## config.mk

```make
export PLATFORM = sky130hd
export DESIGN_NAME = complex_mac
export DESIGN_NICKNAME = d
export VERILOG_FILES = /design/src/rtl/complex_mac_pkg.sv /design/src/rtl/complex_mac_scale.sv /design/src/rtl/complex_mac.sv
export SDC_FILE = /design/constraint.sdc
export NUM_CORES = 2
export LEC_CHECK = 0
export ABC_AREA = 1
export BUFFER_PORTS_ARGS = -buffer_cell sky130_fd_sc_hd__buf_4
export CORE_MARGIN = 1
export CORE_UTILIZATION = 55
export CTS_CLUSTER_DIAMETER = 200
export CTS_CLUSTER_SIZE = 40
export DETAILED_ROUTE_END_ITERATION = 10
export PLACE_DENSITY = 0.82
export SETUP_SLACK_MARGIN = 0.15
export SLEW_MARGIN = 0
export SYNTH_ARGS = -nofsm -noshare
export SYNTH_HDL_FRONTEND = slang
export SYNTH_SLANG_ARGS = --single-unit
```

## constraint.sdc

```tcl
create_clock -name clk -period 3.3 [get_ports clk]
set_input_delay 0.66 -clock clk [delete_from_list [all_inputs] [get_ports clk]]
set_output_delay 0.66 -clock clk [all_outputs]
set_load 0.05 [all_outputs]
```

## src/rtl/complex_mac_pkg.sv

```systemverilog
// rtl/complex_mac_pkg.sv - shared widths, complex sample type and saturate helper for complex_mac
package complex_mac_pkg;

  localparam int BITS_DEF    = 32;
  localparam int N_DEF       = BITS_DEF / 2;
  localparam int PROD_W_DEF  = 2 * N_DEF;
  localparam int MAX_LEN_DEF = 256;
  localparam int ACC_W_DEF   = PROD_W_DEF + 1 + $clog2(MAX_LEN_DEF);

  typedef struct packed {
    logic signed [N_DEF-1:0] re;
    logic signed [N_DEF-1:0] im;
  } complex_t;

  // Clamp a value to the n-bit signed range; the 64-bit carrier covers any sane accumulator width.
  function automatic logic signed [63:0] sat_n(input logic signed [63:0] x, input int n);
    logic signed [63:0] hi;
    logic signed [63:0] lo;
    hi = (64'sd1 <<< (n - 1)) - 64'sd1;
    lo = -hi - 64'sd1;
    if (x > hi) return hi;
    else if (x < lo) return lo;
    else return x;
  endfunction

endpackage

```

## src/rtl/complex_mac_scale.sv

```systemverilog
// rtl/complex_mac_scale.sv - shift by FRAC, optional round half up, saturate one component
// COMPLEX_MAC_ROUND_EN selects rounding; undefined gives floor.
import complex_mac_pkg::*;

module complex_mac_scale #(
  parameter int IN_W = 41,
  parameter int N    = 16,
  parameter int FRAC = 14
) (
  input  logic signed [IN_W-1:0] value,
  output logic signed [N-1:0]    result
);

  localparam int W = IN_W + 1;

  logic signed [W-1:0]  ext;
  logic signed [W-1:0]  biased;
  logic signed [W-1:0]  shifted;
  logic signed [63:0]   wide;

  // One extra bit keeps the rounding bias from overflowing the accumulator range.
  assign ext = {value[IN_W-1], value};

`ifdef COMPLEX_MAC_ROUND_EN
  assign biased = ext + ({{(W-1){1'b0}}, 1'b1} << (FRAC - 1));
`else
  assign biased = ext;
`endif

  assign shifted = biased >>> FRAC;
  assign wide    = {{(64-W){shifted[W-1]}}, shifted};
  assign result  = N'(sat_n(wide, N));

endmodule

```

## src/rtl/complex_mac.sv

```systemverilog
// rtl/complex_mac.sv - streaming complex multiply-accumulate with per-sample conjugate
// Rounding of the frame result is enabled by COMPLEX_MAC_ROUND_EN.
import complex_mac_pkg::*;

module complex_mac #(
  parameter int BITS    = BITS_DEF,
  parameter int FRAC    = 14,
  parameter int MAX_LEN = MAX_LEN_DEF
) (
  input  logic            clk,
  input  logic            rstn,
  input  logic            in_valid,
  output logic            in_ready,
  input  logic [BITS-1:0] a,
  input  logic [BITS-1:0] b,
  input  logic            conj,
  input  logic            last,
  output logic            out_valid,
  input  logic            out_ready,
  output logic [BITS-1:0] c
);

  localparam int N  = BITS / 2;
  localparam int PW = 2 * N;
  localparam int SW = PW + 1;
  localparam int G  = $clog2(MAX_LEN);
  localparam int AW = SW + G;

  logic en;
  assign en       = !out_valid || out_ready;
  assign in_ready = en;

  // Operands are widened to the product width so the multiply is exact.
  logic signed [PW-1:0] ar, ai, br, bi;
  assign ar = {{N{a[BITS-1]}}, a[BITS-1:N]};
  assign ai = {{N{a[N-1]}},    a[N-1:0]};
  assign br = {{N{b[BITS-1]}}, b[BITS-1:N]};
  assign bi = {{N{b[N-1]}},    b[N-1:0]};

  logic                 p1_v, p1_conj, p1_last;
  logic signed [PW-1:0] p1_rr, p1_ii, p1_ri, p1_ir;

  logic signed [SW-1:0] rr_x, ii_x, ri_x, ir_x;
  logic signed [SW-1:0] p2_re_d, p2_im_d;
  assign rr_x = {p1_rr[PW-1], p1_rr};
  assign ii_x = {p1_ii[PW-1], p1_ii};
  assign ri_x = {p1_ri[PW-1], p1_ri};
  assign ir_x = {p1_ir[PW-1], p1_ir};
  assign p2_re_d = p1_conj ? (rr_x + ii_x) : (rr_x - ii_x);
  assign p2_im_d = p1_conj ? (ir_x - ri_x) : (ri_x + ir_x);

  logic                 p2_v, p2_last;
  logic signed [SW-1:0] p2_re, p2_im;

  logic signed [AW-1:0] acc_re, acc_im;
  logic signed [AW-1:0] sum_re, sum_im;
  assign sum_re = acc_re + {{G{p2_re[SW-1]}}, p2_re};
  assign sum_im = acc_im + {{G{p2_im[SW-1]}}, p2_im};

  logic signed [N-1:0] c_re, c_im;

  complex_mac_scale #(.IN_W(AW), .N(N), .FRAC(FRAC)) u_scale_re (
    .value  (sum_re),
    .result (c_re)
  );

  complex_mac_scale #(.IN_W(AW), .N(N), .FRAC(FRAC)) u_scale_im (
    .value  (sum_im),
    .result (c_im)
  );

  always_ff @(posedge clk or negedge rstn) begin
    if (!rstn) begin
      p1_v      <= 1'b0;
      p1_conj   <= 1'b0;
      p1_last   <= 1'b0;
      p1_rr     <= '0;
      p1_ii     <= '0;
      p1_ri     <= '0;
      p1_ir     <= '0;
      p2_v      <= 1'b0;
      p2_last   <= 1'b0;
      p2_re     <= '0;
      p2_im     <= '0;
      acc_re    <= '0;
      acc_im    <= '0;
      c         <= '0;
      out_valid <= 1'b0;
    end else if (en) begin
      p1_v      <= in_valid;
      p1_conj   <= conj;
      p1_last   <= last;
      p1_rr     <= ar * br;
      p1_ii     <= ai * bi;
      p1_ri     <= ar * bi;
      p1_ir     <= ai * br;
      p2_v      <= p1_v;
      p2_last   <= p1_last;
      p2_re     <= p2_re_d;
      p2_im     <= p2_im_d;
      // A consumed result drops out_valid unless a new frame ends on the same edge.
      out_valid <= p2_v && p2_last;
      if (p2_v) begin
        if (p2_last) begin
          c      <= {c_re, c_im};
          acc_re <= '0;
          acc_im <= '0;
        end else begin
          acc_re <= sum_re;
          acc_im <= sum_im;
        end
      end
    end
  end

endmodule

```

Word-level counts from Yosys, hierarchy flattened
Cells that the tools add are included.

Input port bits: 70. Register bits after elaboration: 314. Output and inout port bits: 34. Logic and storage cells: 42.

$add $sub $neg: 6. Multiplexer cells: 8. Order comparisons: 4. Reduce and logical (&&, ||, !) cells: 5. Multipliers: 4.

Operators with widths (count): multiplier 16 x 16 -> 32 bit (4); adder 41 bit (2); 2-to-1 mux 41 bit (2); adder 32 x 32 -> 33 bit (2); 2-to-1 mux 33 bit (2); subtractor 32 x 32 -> 33 bit (2); 2-to-1 mux 16 bit (4); > comparator 27 x 16 -> 1 bit, second input constant (2); < comparator 27 x 16 -> 1 bit, second input constant (2); AND reduction 3 bit (1); AND reduction 2 bit (1); logical AND 1 bit (1); zero test 1 bit (1); logical OR 1 bit (1).

Longest topological paths before layout
Depth after elaboration: 4. Gate-level depth with buffers: 29. Mapped depth without buffers: 28.

Modules after synthesis
From an unflattened synthesis, not the netlist that was laid out.

Cell total of the unflattened synthesis: 9138. Area total of the unflattened synthesis: 66134.7 sq um.

By module, submodules not included: complex_mac (area each 65624.2 sq um, seq. area each 7857.5 sq um, cells an instance 9028, times used 1); complex_mac_scale (area each 255.2 sq um, seq. area each 0.0 sq um, cells an instance 55, times used 2).

Worst setup path after synthesis
No wires, ideal clock.

Path type: input port to flip-flop. Start point: input a[15]. End point: register p1_ii[31]. Path buffers: 1. Stages: 22. Required time: 3.168 ns. Data arrival time: 6.088 ns. Path slack: -2.920 ns. Setup time: 0.132 ns. Cells stage by stage: clkbuf_1 -> nand2_1 -> inv_1 -> fa_1 -> fa_1 -> fa_1 -> fa_1 -> fa_1 -> inv_1 -> fa_1 -> inv_1 -> ha_1 -> nand2_1 -> nor4_1 -> nand4_1 -> nand3_1 -> nand2_1 -> o211ai_1 -> nand2_1 -> a21oi_1 -> nand3b_1 -> o21ai_0.

Longest elaborated chain between the ends: 1.

Ends and longest elaborated chain: from (decl) (line complex_mac.sv:14) `input logic [BITS-1:0] a,`; multiplier 16 x 16 -> 32 bit (line complex_mac.sv:94) `p1_ii <= ai * bi;`; to (signal assigned) (line complex_mac.sv:94); to (decl) (line complex_mac.sv:41) `logic signed [PW-1:0] p1_rr, p1_ii, p1_ri, p1_ir;`.

Every way passes these cells. A chain may end at the register's enable or synchronous reset.

Final worst setup path
Start point: input a[24]. End point: register p1_ri[31].

Longest elaborated chain between the ends: 1.

Ends and longest elaborated chain: multiplier 16 x 16 -> 32 bit (line complex_mac.sv:95) `p1_ri <= ar * bi;`; to (signal assigned) (line complex_mac.sv:95); to (decl) (line complex_mac.sv:41).

Every way passes these cells.

==> out/results.tsv <==
stage	metric	value	unit
outcome	status	finished, violations left	
outcome	violations	negative setup slack	
synthesis	synth-edff-count	0	
drt	drt_iter0_drc	6491	
sta	setup-tns-final	-230490	ps
synthesis	ys.flop_type	dfrtp_1	
worst_setup_path	slowest_stage	fa_1	
global_routing	grt_max_degree	203	
layout	final_util	0.7340	
worst_setup_path	r2r-start	p1_ri[0]$_DFFE_PN0N_	
sta	final.period_utilization	1.808	
worst_setup_path	cp-start-kind	input port	
sta	fin_hold_ws	35.69	ps
sta	hold_viol_final	0	
worst_setup_path	crit_arrival	6440	ps
worst_setup_path	crit_top_cell	fa_1	
floorplan	start_util	0.5583	
drt	antenna_left	0	
drt	vias	63290	
drt	wirelength	247.4	mm
synthesis	syn_avg_cell_area	7.477	sq um
worst_setup_path	endpoint_kind	flop	
sta	slew_headroom	0.3621	
drt	vias_per_cell	5.724	
worst_setup_path	slowest_delay	730	ps
cts	cts_sinks	314	
cts	clkTransAtPathRegs	160	ps
sta	min_period	5967	ps
sta	worst_pin_slew	956.8	ps
synthesis	ys_types	56	
flow_run	cap_violations	0	
sta	rsz0062_at_grt	true	
synthesis	ys_ff_latch	314	
floorplan	rows	123	
drt	drc	0	
global_routing	grt.total_usage	0.3878	
cts	clk_latency	580	ps
floorplan	dieArea	0.1162	sq mm
synthesis	yosysSeqAreaShare	0.1244	
placed_design	hpwl	169.5	mm
global_routing	grt_overflow	0	
sta	max_freq	167.6	MHz
cts	cts_tree	yes	
sta	setup_viol_count_final	150	
worst_setup_path	crit_chain	buf_16, buf_4, nand2_1, fa_1, inv_1, fa_1, fa_1, fa_1, fa_1, inv_1, fa_1, inv_2, ha_4, nand2_4, nor4_4, nand4_1, nand3_2, nand2_1, o211ai_1, nand2_1, a21oi_2, nand3b_1, o21ai_1	
cts	numCtsBuffers	12	
cts	clockBufferDepth	3	
synthesis	syn_nets	10040	
floorplan	die_x	340.9	um
worst_setup_path	cp.required	3770	ps
sta	finalWorstSetupSlack	-2667	ps
cts	cts_max_level	1	
floorplan	pin_count	104	
worst_hold_path	hold_path.class	input port to async pin	
worst_setup_path	path_class	input port to flop	
synthesis	synthCells	8446	
synthesis	ys_warn_count	0	
placed_design	portBuffers	103	
floorplan	core-area	0.1131	sq mm
worst_setup_path	crit_fanout	6	
global_routing	grt_pass1_vias	65710	
drt	wl_per_cell	22.38	um
synthesis	async_flop_share	1.000	
floorplan	dieHeight	340.9	um
layout	areaGrowthSynthToFinish	31.47	%
global_routing	grt_pass1_wl	351.3	mm
layout	nNetsFinal	11150	
synthesis	synth_area	0.06315	sq mm
drt	first_pass_iters	8	
cts	cts_root_buf	clkbuf_16	
sta	slew_viol_final	0	
placed_design	post-place-ws	-3019	ps
worst_setup_path	startpoint	a[24]	
layout	drive_gt1_frac	0.2687	
global_routing	antenna_found_initial	9	
sta	clock_skew	24.48	ps
placed_design	gp_congestion	1.014	
[per-layer routing]
layer | share of wire | global-route usage | wire, um | vias to the layer above
li1 | - | - | - | 27150
met2 | 0.44 | 0.6336 | 109600 | 4363
met1 | 0.34 | 0.4517 | 82920 | 30050
met5 | 0.00026 | 0 | 65 | -
met4 | 0.11 | 0.2788 | 26350 | 4
met3 | 0.12 | 0.08623 | 28500 | 1716
[worst max-delay path: cells and delay by family]
kind / cells / cell delay (ps)
simple gates: 8 / 1340
compound gates: 3 / 310
fa+ha+maj: 7 / 3600
buf+inv: 5 / 510
[placed cells by master, fill, tap and decap left out, types with 19 or more instances in the layout]
cell type,netlist,final
or2_4,0,51
nand4_1,47,47
inv_2,8,247
a31oi_1,62,55
nand2_2,20,129
ha_1,474,345
nand2_4,0,89
o21ai_2,2,48
nand3_1,207,136
o21ai_0,293,163
buf_16,0,20
fa_1,1052,954
buf_8,0,39
fa_2,0,98
nor2_1,441,399
nand3_2,6,58
o21bai_1,28,22
nor2_4,0,25
buf_12,0,96
ha_4,0,118
or2_2,81,30
nor2_2,12,29
inv_1,2160,1909
nand3_4,0,19
a21oi_1,304,192
buf_4,0,962
xnor2_1,71,64
a22o_1,41,41
xor2_1,131,118
nand2_1,2259,2054
a21oi_4,1,45
dfrtp_1,314,314
o21ai_1,4,75
buf_6,4,232
a21oi_2,2,70
[flip-flops by register name, summed over array words and instances (netlist names)]
| name | count |
|---|---|
| acc_im | 41 |
| acc_re | 41 |
| c | 32 |
| out_valid | 1 |
| p1_conj | 1 |
| p1_ii | 32 |
| p1_ir | 32 |
| p1_last | 1 |
| p1_ri | 32 |
| p1_rr | 32 |
| p1_v | 1 |
| p2_im | 33 |
| p2_last | 1 |
| p2_re | 33 |
| p2_v | 1 |
[path summary, 6_finish.rpt]
check	endpoint	slack (ps)	cells after the start
min reg2reg	acc_im[8]$_DFFE_PN0P_	500	2
max	p1_ri[31]$_DFFE_PN0N_	-2670	23
min	acc_re[4]$_DFFE_PN0P_	40	1
max in group asynchronous	p1_ii[22]$_DFFE_PN0N_	2400	2
max reg2reg	p2_im[32]$_DFFE_PN0N_	-650	22
min in group clk	p1_conj$_DFFE_PN0N_	320	3
[synthesized netlist by cell type, types with 3 or more instances]
cell type,instances,share of area
a2111oi_0,3,0.00042
a211oi_1,4,0.00048
a21boi_0,6,0.00071
a21o_1,15,0.0018
a21oi_1,304,0.024
a221oi_1,3,0.00042
a22o_1,41,0.0057
a31oi_1,62,0.0061
a32o_1,3,0.00048
buf_1,12,0.00071
buf_6,4,0.00071
clkbuf_1,249,0.015
dfrtp_1,314,0.12
fa_1,1052,0.33
ha_1,474,0.094
inv_1,2160,0.13
inv_2,8,0.00048
nand2_1,2259,0.13
nand2_2,20,0.0020
nand3_1,207,0.016
nand3_2,6,0.00095
nand3b_1,7,0.00083
nand4_1,47,0.0047
nor2_1,441,0.026
nor2_2,12,0.0012
nor3_1,45,0.0036
nor3_2,3,0.00048
nor4_1,17,0.0017
o211ai_1,9,0.0011
o21a_1,17,0.0020
o21ai_0,293,0.023
o21ai_1,4,0.00032
o21bai_1,28,0.0033
o22ai_1,4,0.00040
o31ai_1,9,0.0011
or2_2,81,0.0080
xnor2_1,71,0.0098
xor2_1,131,0.018
[kinds of logic after synthesis]
kind of cell	after synthesis	synth area share
AOI/OAI and AO/OA	819	0.07398
buffers and inverters	2435	0.1452
and+or+nand+nor	3150	0.2010
DFF	314	0.1244
adders and majority gates	1526	0.4274
xor gates and xnor gates	202	0.02801
[what timing repair did]
item,4_1_cts,5_1_grt
setup buffers,161,69
resized for setup,885,410
endpoints found under the hold margin,0,0
setup endpoints to repair,158,188
gates cloned,8,5
pin swaps,403,343
hold buffers,0,0
[metrics by stage]
step | area, sq um | std cells
after global placement | 75610 | 10790
after global routing | 83020 | 11050
final | 83030 | 11060
after detailed placement | 75610 | 10790
after CTS | 80860 | 10980
after floorplan | 67300 | 8446
[final cells by class]
class / instances / area, sq um
timing repair buffer: 1356 / 13080
clock buffer: 13 / 325.3
clock inverter: 2 / 60.06
fill: 7376 / 30090
inverter: 2169 / 8188
multi-input combinational: 5697 / 51630
antenna: 5 / 12.51
sequential: 314 / 7858
tap: 1500 / 1877
Power is not shown: default switching activity piles up to over one toggle a cycle in this logic, so the estimate is an artifact.
